===== src/rtl/noise_pkg.sv =====
// Shared types and constants for the noise generator.
// LFSR tap mask, FSM state encoding and codeword width codes.
package noise_pkg;

   typedef enum logic [1:0] {
      IDLE  = 2'd0,
      PICK1 = 2'd1,
      PICK2 = 2'd2
   } state_t;

   localparam logic [31:0] LFSR_TAPS = 32'h8020_0003;

   localparam logic [1:0] CW_8   = 2'b00;
   localparam logic [1:0] CW_16  = 2'b01;
   localparam logic [1:0] CW_32  = 2'b10;
   localparam logic [1:0] CW_32B = 2'b11;

   function automatic logic [31:0] lfsr_step(input logic [31:0] v);
      return v[0] ? ((v >> 1) ^ LFSR_TAPS) : (v >> 1);
   endfunction

endpackage


===== src/rtl/lfsr32.sv =====
// Free-running right-shift Galois LFSR, x^32+x^22+x^2+x+1.
// A zero seed is replaced by SEED so the register never locks up.
module lfsr32
   import noise_pkg::*;
#(
   parameter logic [31:0] SEED = 32'hACE1_2468
) (
   input  logic        clk,
   input  logic        rst,
   input  logic        load,
   input  logic [31:0] seed,
   output logic [31:0] state
);

   logic [31:0] r_state;

   always_ff @(posedge clk or posedge rst) begin
      if (rst) begin
         r_state <= SEED;
      end else if (load) begin
         r_state <= (seed == 32'd0) ? SEED : seed;
      end else begin
         r_state <= lfsr_step(r_state);
      end
   end

   assign state = r_state;

endmodule


===== src/rtl/noise_gen.sv =====
// Error-pattern generator: 0, 1 or 2 set bits at LFSR-chosen positions
// restricted to the active codeword width.
module noise_gen
   import noise_pkg::*;
#(
   parameter int          DATA_WIDTH = 32,
   parameter logic [31:0] SEED       = 32'hACE1_2468
) (
   input  logic                  clk,
   input  logic                  rst,
   input  logic                  seed_load,
   input  logic [31:0]           seed,
   input  logic                  start,
   input  logic [1:0]            num_errors,
   input  logic [1:0]            cw_width,
   output logic                  busy,
   output logic                  noise_valid,
   output logic [DATA_WIDTH-1:0] noise
);

   localparam logic [4:0] DW_MASK = 5'(DATA_WIDTH - 1);

   state_t                r_state;
   logic                  r_two;
   logic [1:0]            r_cw;
   logic [4:0]            r_pos1;
   logic                  r_valid;
   logic [DATA_WIDTH-1:0] r_noise;

   logic [31:0]           w_lfsr;
   logic [31:0]           w_next;
   logic [4:0]            w_cw_mask;
   logic [4:0]            w_pos;
   logic [DATA_WIDTH-1:0] w_oh_pos;
   logic [DATA_WIDTH-1:0] w_oh_pos1;

   lfsr32 #(.SEED(SEED)) u_lfsr (
      .clk   (clk),
      .rst   (rst),
      .load  (seed_load),
      .seed  (seed),
      .state (w_lfsr)
   );

   // Positions are taken from the value the LFSR moves to at this edge.
   assign w_next = lfsr_step(w_lfsr);

   always_comb begin
      w_cw_mask = 5'd31;
      unique case (r_cw)
         CW_8:    w_cw_mask = 5'd7;
         CW_16:   w_cw_mask = 5'd15;
         default: w_cw_mask = 5'd31;
      endcase
   end

   assign w_pos     = w_next[4:0] & w_cw_mask & DW_MASK;
   assign w_oh_pos  = DATA_WIDTH'(1) << w_pos;
   assign w_oh_pos1 = DATA_WIDTH'(1) << r_pos1;

   always_ff @(posedge clk or posedge rst) begin
      if (rst) begin
         r_state <= IDLE;
         r_two   <= 1'b0;
         r_cw    <= CW_8;
         r_pos1  <= 5'd0;
         r_valid <= 1'b0;
         r_noise <= '0;
      end else begin
         r_valid <= 1'b0;
         unique case (r_state)
            IDLE: begin
               if (start) begin
                  r_two <= num_errors[1];
                  r_cw  <= cw_width;
                  if (num_errors == 2'd0) begin
                     r_noise <= '0;
                     r_valid <= 1'b1;
                  end else begin
                     r_state <= PICK1;
                  end
               end
            end
            PICK1: begin
               r_pos1 <= w_pos;
               if (!r_two) begin
                  r_noise <= w_oh_pos;
                  r_valid <= 1'b1;
                  r_state <= IDLE;
               end else begin
                  r_state <= PICK2;
               end
            end
            PICK2: begin
               if (w_pos != r_pos1) begin
                  r_noise <= w_oh_pos1 | w_oh_pos;
                  r_valid <= 1'b1;
                  r_state <= IDLE;
               end
            end
            default: r_state <= IDLE;
         endcase
      end
   end

   assign busy        = (r_state != IDLE);
   assign noise_valid = r_valid;
   assign noise       = r_noise;

endmodule


===== config.mk =====
export PLATFORM = sky130hd
export DESIGN_NAME = noise_gen
export DESIGN_NICKNAME = d
export VERILOG_FILES = /design/src/rtl/noise_pkg.sv /design/src/rtl/lfsr32.sv /design/src/rtl/noise_gen.sv
export SDC_FILE = /design/constraint.sdc
export NUM_CORES = 1
export LEC_CHECK = 0
export ABC_AREA = 1
export ABC_CLOCK_PERIOD_IN_PS = 3860
export CORE_ASPECT_RATIO = 0.75
export CORE_MARGIN = 2
export CORE_UTILIZATION = 50
export DETAILED_ROUTE_END_ITERATION = 8
export GPL_ROUTABILITY_DRIVEN = 1
export PLACE_DENSITY = 0.76
export SLEW_MARGIN = 10
export SYNTH_ARGS = -nofsm -noshare
export SYNTH_HDL_FRONTEND = slang
export SYNTH_SLANG_ARGS = --single-unit

===== constraint.sdc =====
create_clock -name clk -period 3.86 [get_ports clk]
set_clock_uncertainty 0.2 [all_clocks]
set_input_delay 0.386 -clock clk [delete_from_list [all_inputs] [get_ports clk]]
set_output_delay 0.386 -clock clk [all_outputs]
set_load 0.02 [all_outputs]

==> flow_metrics.tcl, run 1 <==
set metrics [dict create \
    synth_edf_count 0 \
    min_to "u_lfsr.state[17]" \
    syn_area_mm2 0.00435 \
    track_usage_pct 23.4 \
    cts_root_buf "clkbuf_16" \
    yosys_most_used_dff "dfrtp_1" \
    leakage_uw 0.00244 \
    via_per_inst 5.52 \
    clkTransAtPathRegs_ps 60 \
    crit_top_cell "inv_1" \
    yosysWarnings 0 \
    reg2reg_slack_ps 1350 \
    routed_wl_um 10300 \
    rr_worst_depth 8 \
    ys_top_cells_by_area "dfrtp_1, nand2_1, dfstp_2, o21ai_2, nand2_2" \
    seq_area_frac_synth_pct 43.5 \
    max_slew_margin_pct 26.5 \
    period_share_pct 64.9 \
    fill_cells 747 \
    async_flop_share_pct 100 \
    synth_area_per_cell_um2 7.97 \
    synthesis.nets 590 \
    hp-start "u_lfsr.state[18]" \
    fp.dieW_um 112 \
    reg2reg_from "r_state[0]" \
    first_global_vias 3674 \
    path_cells "inv_1, ha_1, inv_1, nor2_1, nand4_1, nand2_1, nand3_1, o21ai_2" \
    whs_ps 239 \
    die_area_mm2 0.00948 \
    portBuffers 73 \
    wl_met2_um 4450 \
    cts_tree "yes" \
    period_minus_slack_ps 2510 \
    htree_levels 3 \
    p_per_area_mw_per_mm2 587 \
    grt.overflow.total 0 \
    drive_gt1_share_pct 19.9 \
    grt_max_degree 65 \
    end_kind "flop" \
    die_y_um 84.8 \
    wl_per_cell_um 14.5 \
    finalHoldViolCount 0 \
    initial_core_util_pct 51.5 \
    yosys.area.top_type "dfrtp_1" \
    synth_top_area_share_pct 35.6 \
    cts_inserted_buffers 9 \
    ys_ff_latch 75 \
    met1Wirelength_um 5030 \
    critPathArrivalTime_ps 2560 \
    num_vias 3924 \
    min_path_cells 2 \
    met3_length_um 676 \
    ioPinCount 74 \
    max_stage_delay_ps 830 \
    slew_viol_final 0 \
    ys_types 32 \
    path_max_fanout 16 \
    critical_path_class "reg -> reg" \
    max_freq_mhz 399 \
    coreArea_mm2 0.00845 \
    start_kind "flop" \
    rows 29 \
    crit_required_ps 3910 \
    nets 642 \
    rsz0062_at_grt "false" \
    antenna_found_initial 0 \
    hold_path.class "reg -> reg" \
    cts_buffer_depth 2 \
    grt_pass1_wl_um 17900 \
    globalplace.congestion 0.945 \
    tns_ps 0 \
    routed.top_layer "met4" \
    drc 0 \
    cts_resized 0 \
    power.total_uw 3130 \
    drt-initial-drc-count 335 \
    finalSetupViolCount 0 \
    status "completed" \
    syn2layout_area_growth_pct 22.4 \
    dr.pass1.iters 4 \
    drv_cap 0 \
    tightest_slew_ps 1100 \
    dp_hpwl_um 7200 \
    ir_drop_v 0.000885 \
    netlist_instances 546 \
    cts_setup_buffers 0 \
    clkSinkCount 75 \
    ctsHoldBuffers 0 \
    num_antenna_cells 0 \
    crit_path_top_delay_cell "nor2_1" \
    r2r_end "noise[0]" \
    clk_latency_ps 330 \
    ant_nets 0 \
]
[registers in the layout, indices dropped and copies added, names as in the netlist]
name / flops
noise_valid: 1
r_cw: 2
r_pos1: 5
r_two: 1
noise: 32
r_state: 2
u_lfsr.state: 32
[how the worst max path moves through the flow]
stage               slack, ps   endpoint        from
floorplan                1390   noise[0]         rst
global placement         1490   noise[8]  r_state[1]
detailed placement       1410  noise[24]  r_state[1]
CTS                      1400  noise[24]  r_state[1]
global route             1110   noise[9]  r_state[1]
finish                   1350   noise[0]  r_state[0]
[stage by stage]
stage               instances  cell area, µm²  worst slack [ps]  util (%)
global placement          695            5020              1490      59.4
CTS                       711            5330              1400      63.1
floorplan                 546            4350              1390         -
global route              711            5330              1110      63.1
finish                    711            5330              1350      63.1
detailed placement        695            5020              1410      59.4
[synthesized netlist by cell type (all sizes together) (2+ instances only)]
cell / instances
nand2: 214
dfrtp: 62
o21ai: 53
nand3: 46
nand4: 43
nor2: 41
inv: 23
buf: 18
clkbuf: 18
dfstp: 13
a21oi: 4
ha: 4
clkinv: 2
[cell usage in the layout (no fill, tap or decap), drive strengths merged]
cell type	synthesis	routed
buf	18	4
o21ai	53	53
nor3	1	1
xnor2	1	1
clkbuf	18	10
clkinv	2	3
nor2	41	41
bufinv	0	1
clkdlybuf4s50	0	73
ha	4	4
inv	23	25
nand2	214	214
o21a	1	1
nand4	43	43
clkinvlp	0	2
xor2	1	1
dfrtp	62	62
nand3	46	46
a21oi	4	4
dfstp	13	13
mux2	1	1
[final cells by class]
type,count,area (µm²),area share (%)
timing repair buffer,77,773,14.5
clock buffer,10,239,4.48
clock inverter,6,71.3,1.34
sequential,75,1890,35.5
inverter,25,96.3,1.81
multi-input combinational,410,2120,39.8
tap,108,135,2.53
[per-layer routing]
metal	global-route usage, %	vias up
met4	7.18	0
met2	33.7	159
met5	0	-
met1	35.1	1843
met3	5.43	18
li1	-	1904
[kinds of logic after synthesis]
group / share of synthesized area (%)
xor gates and xnor gates: 0.402
adders and majority gates: 1.15
DFF: 43.5
AOI/OAI and AO/OA: 9.57
muxes: 0.259
buffers and inverters: 7.76
and+or+nand+nor: 37.4
[critical path, delay by kind of cell, from the launching register on]
family / cells / cell delay (ps)
AND/OR/NAND/NOR: 4 / 1220
flip-flops: 1 / 410
adder cells (fa/ha/maj): 1 / 260
buffers and inverters: 2 / 190
AO/OA/AOI/OAI: 1 / 150
[where the power goes]
group | switching [µW] | internal [µW] | leakage [µW]
combinational | 903 | 332 | 0.00135
sequential | 123 | 906 | 0.000949
clock | 344 | 524 | 0.000146
(Power assumes the default switching activity.)
==> run 2, diff against run 1 <==
--- a/config.mk
+++ b/config.mk
@@ -6,7 +6,7 @@
 export NUM_CORES = 1
 export LEC_CHECK = 0
 export ABC_AREA = 1
-export ABC_CLOCK_PERIOD_IN_PS = 3860
+export ABC_CLOCK_PERIOD_IN_PS = 2600
 export CORE_ASPECT_RATIO = 0.75
 export CORE_MARGIN = 2
 export CORE_UTILIZATION = 50
==> constraint.sdc (replaced) <==
create_clock -name clk -period 2.6 [get_ports clk]
set_clock_uncertainty 0.2 [all_clocks]
set_input_delay 0.26 -clock clk [delete_from_list [all_inputs] [get_ports clk]]
set_output_delay 0.26 -clock clk [all_outputs]
set_load 0.02 [all_outputs]
==> run 2 against run 1 <==
Against the previous run:
- first-iteration DRC count rose by 3.6%
- register-to-register slack got worse by 880 ps
- final area rose by 1.2%
- sequential share of layout area fell by 0.43 points
- worst hold slack got worse by 110 ps
- total power rose by 52%
- critical path depth fell by 4
- worst setup slack got worse by 1000 ps
- highest routed layer unchanged
==> flow_metrics.tcl, run 2 (synthesized netlist as in run 1, its figures left out) <==
set metrics [dict create \
    coreArea_mm2 0.00845 \
    antenna_found_initial 0 \
    portBuffers 73 \
    cts_inserted_buffers 9 \
    p_per_area_mw_per_mm2 883 \
    r2r_end "noise[2]" \
    htree_levels 3 \
    slew_viol_final 0 \
    end_kind "primary output" \
    first_global_vias 3669 \
    most-common-layout-cells "nand2_1, clkdlybuf4s50_1, dfrtp_1, nand3_1" \
    dr.pass1.iters 5 \
    reg2reg_slack_ps 470 \
    nets 651 \
    die_y_um 84.8 \
    placed_cells 704 \
    globalplace.congestion 0.925 \
    period_share_pct 87.0 \
    tns_ps 0 \
    grt.overflow.total 0 \
    ctsHoldBuffers 0 \
    critPathArrivalTime_ps 1800 \
    critical_path_class "reg -> out" \
    start_kind "flop" \
    finalHoldViolCount 0 \
    path_max_fanout 5 \
    drc 0 \
    period_minus_slack_ps 2260 \
    crit_required_ps 2140 \
    dp_hpwl_um 7270 \
    drt-initial-drc-count 347 \
    fin_area_mm2 0.00540 \
    die_area_mm2 0.00948 \
    status "completed" \
    fin_cells 719 \
    whs_ps 126 \
    max_freq_mhz 442 \
    grt_max_degree 76 \
    cts_resized 0 \
    ioPinCount 74 \
    hold_path.class "in -> async" \
    tightest_slew_ps 802 \
    rows 29 \
    fp.dieW_um 112 \
    track_usage_pct 22.8 \
    num_antenna_cells 0 \
    cts_setup_buffers 0 \
    dpl_cell_area_mm2 0.00510 \
    ir_drop_v 0.000723 \
    num_vias 3889 \
    clkSinkCount 75 \
    max_slew_margin_pct 46.5 \
    initial_core_util_pct 51.5 \
    fill_cells 731 \
    finalSetupViolCount 0 \
    leakage_uw 0.00249 \
    final_common_cell "nand2_1" \
    ant_nets 0 \
    wl_per_cell_um 14.3 \
    cts_buffer_depth 2 \
    cts_root_buf "clkbuf_16" \
    via_per_inst 5.41 \
    drv_cap 0 \
    cts_tree "yes" \
    power.total_uw 4760 \
    rsz0062_at_grt "false" \
    routed_wl_um 10300 \
    syn2layout_area_growth_pct 23.9 \
    grt_pass1_wl_um 17700 \
    reg2reg_from "u_lfsr.state[5]" \
    drive_gt1_share_pct 20.6 \
    rr_worst_depth 10 \
    clkTransAtPathRegs_ps 60 \
    clk_latency_ps 340 \
]
[run 2: metrics by stage]
stage / utilization (%) / setup WS, ps
2_1_floorplan: - / 252
3_3_place_gp: 60.3 / 501
3_5_place_dp: 60.3 / 428
4_1_cts: 63.8 / 323
5_1_grt: 63.8 / 265
6_report: 63.8 / 339
[run 2: how the worst max path moves through the flow]
stage,from,end,slack [ps],cells past startpoint
3_3_place_gp,num_errors[1],noise[17],500,8
3_5_place_dp,seed[9],u_lfsr.state[26],430,9
4_1_cts,r_state[1],busy,320,4
2_1_floorplan,rst,noise[0],250,1
6_report,r_state[1],busy,340,4
5_1_grt,r_state[0],busy,260,4
[run 2: routing by layer]
| layer | up-vias | share of wire (%) | global-route usage, % |
|---|---|---|---|
| li1 | 1917 | - | - |
| met1 | 1820 | 48 | 33.3 |
| met2 | 138 | 44 | 33.7 |
| met3 | 14 | 6.0 | 4.79 |
| met4 | 0 | 1.3 | 8.42 |
| met5 | - | 0 | 0 |
[run 2: area by class of cell]
cell class                      count  area (µm²)  share of cell area, %
Tap cell                          108         135                   2.50
Inverter                           25        96.3                   1.79
Clock inverter                      2        35.0                  0.649
Sequential cell                    75        1890                   35.1
Timing Repair Buffer               86         853                   15.8
Multi-Input combinational cell    410        2120                   39.3
Clock buffer                       13         260                   4.82
[run 2: power breakdown]
group          switching (µW)  internal (µW)
logic                    1370            627
clock network             461            789
registers                 174           1350
total                    2000           2760
[run 2: worst max-delay path: stages (launching register included)]
cell	delay [ps]
dfrtp_1	400
inv_1	90
ha_1	240
inv_1	120
clkdlybuf4s50_1	610
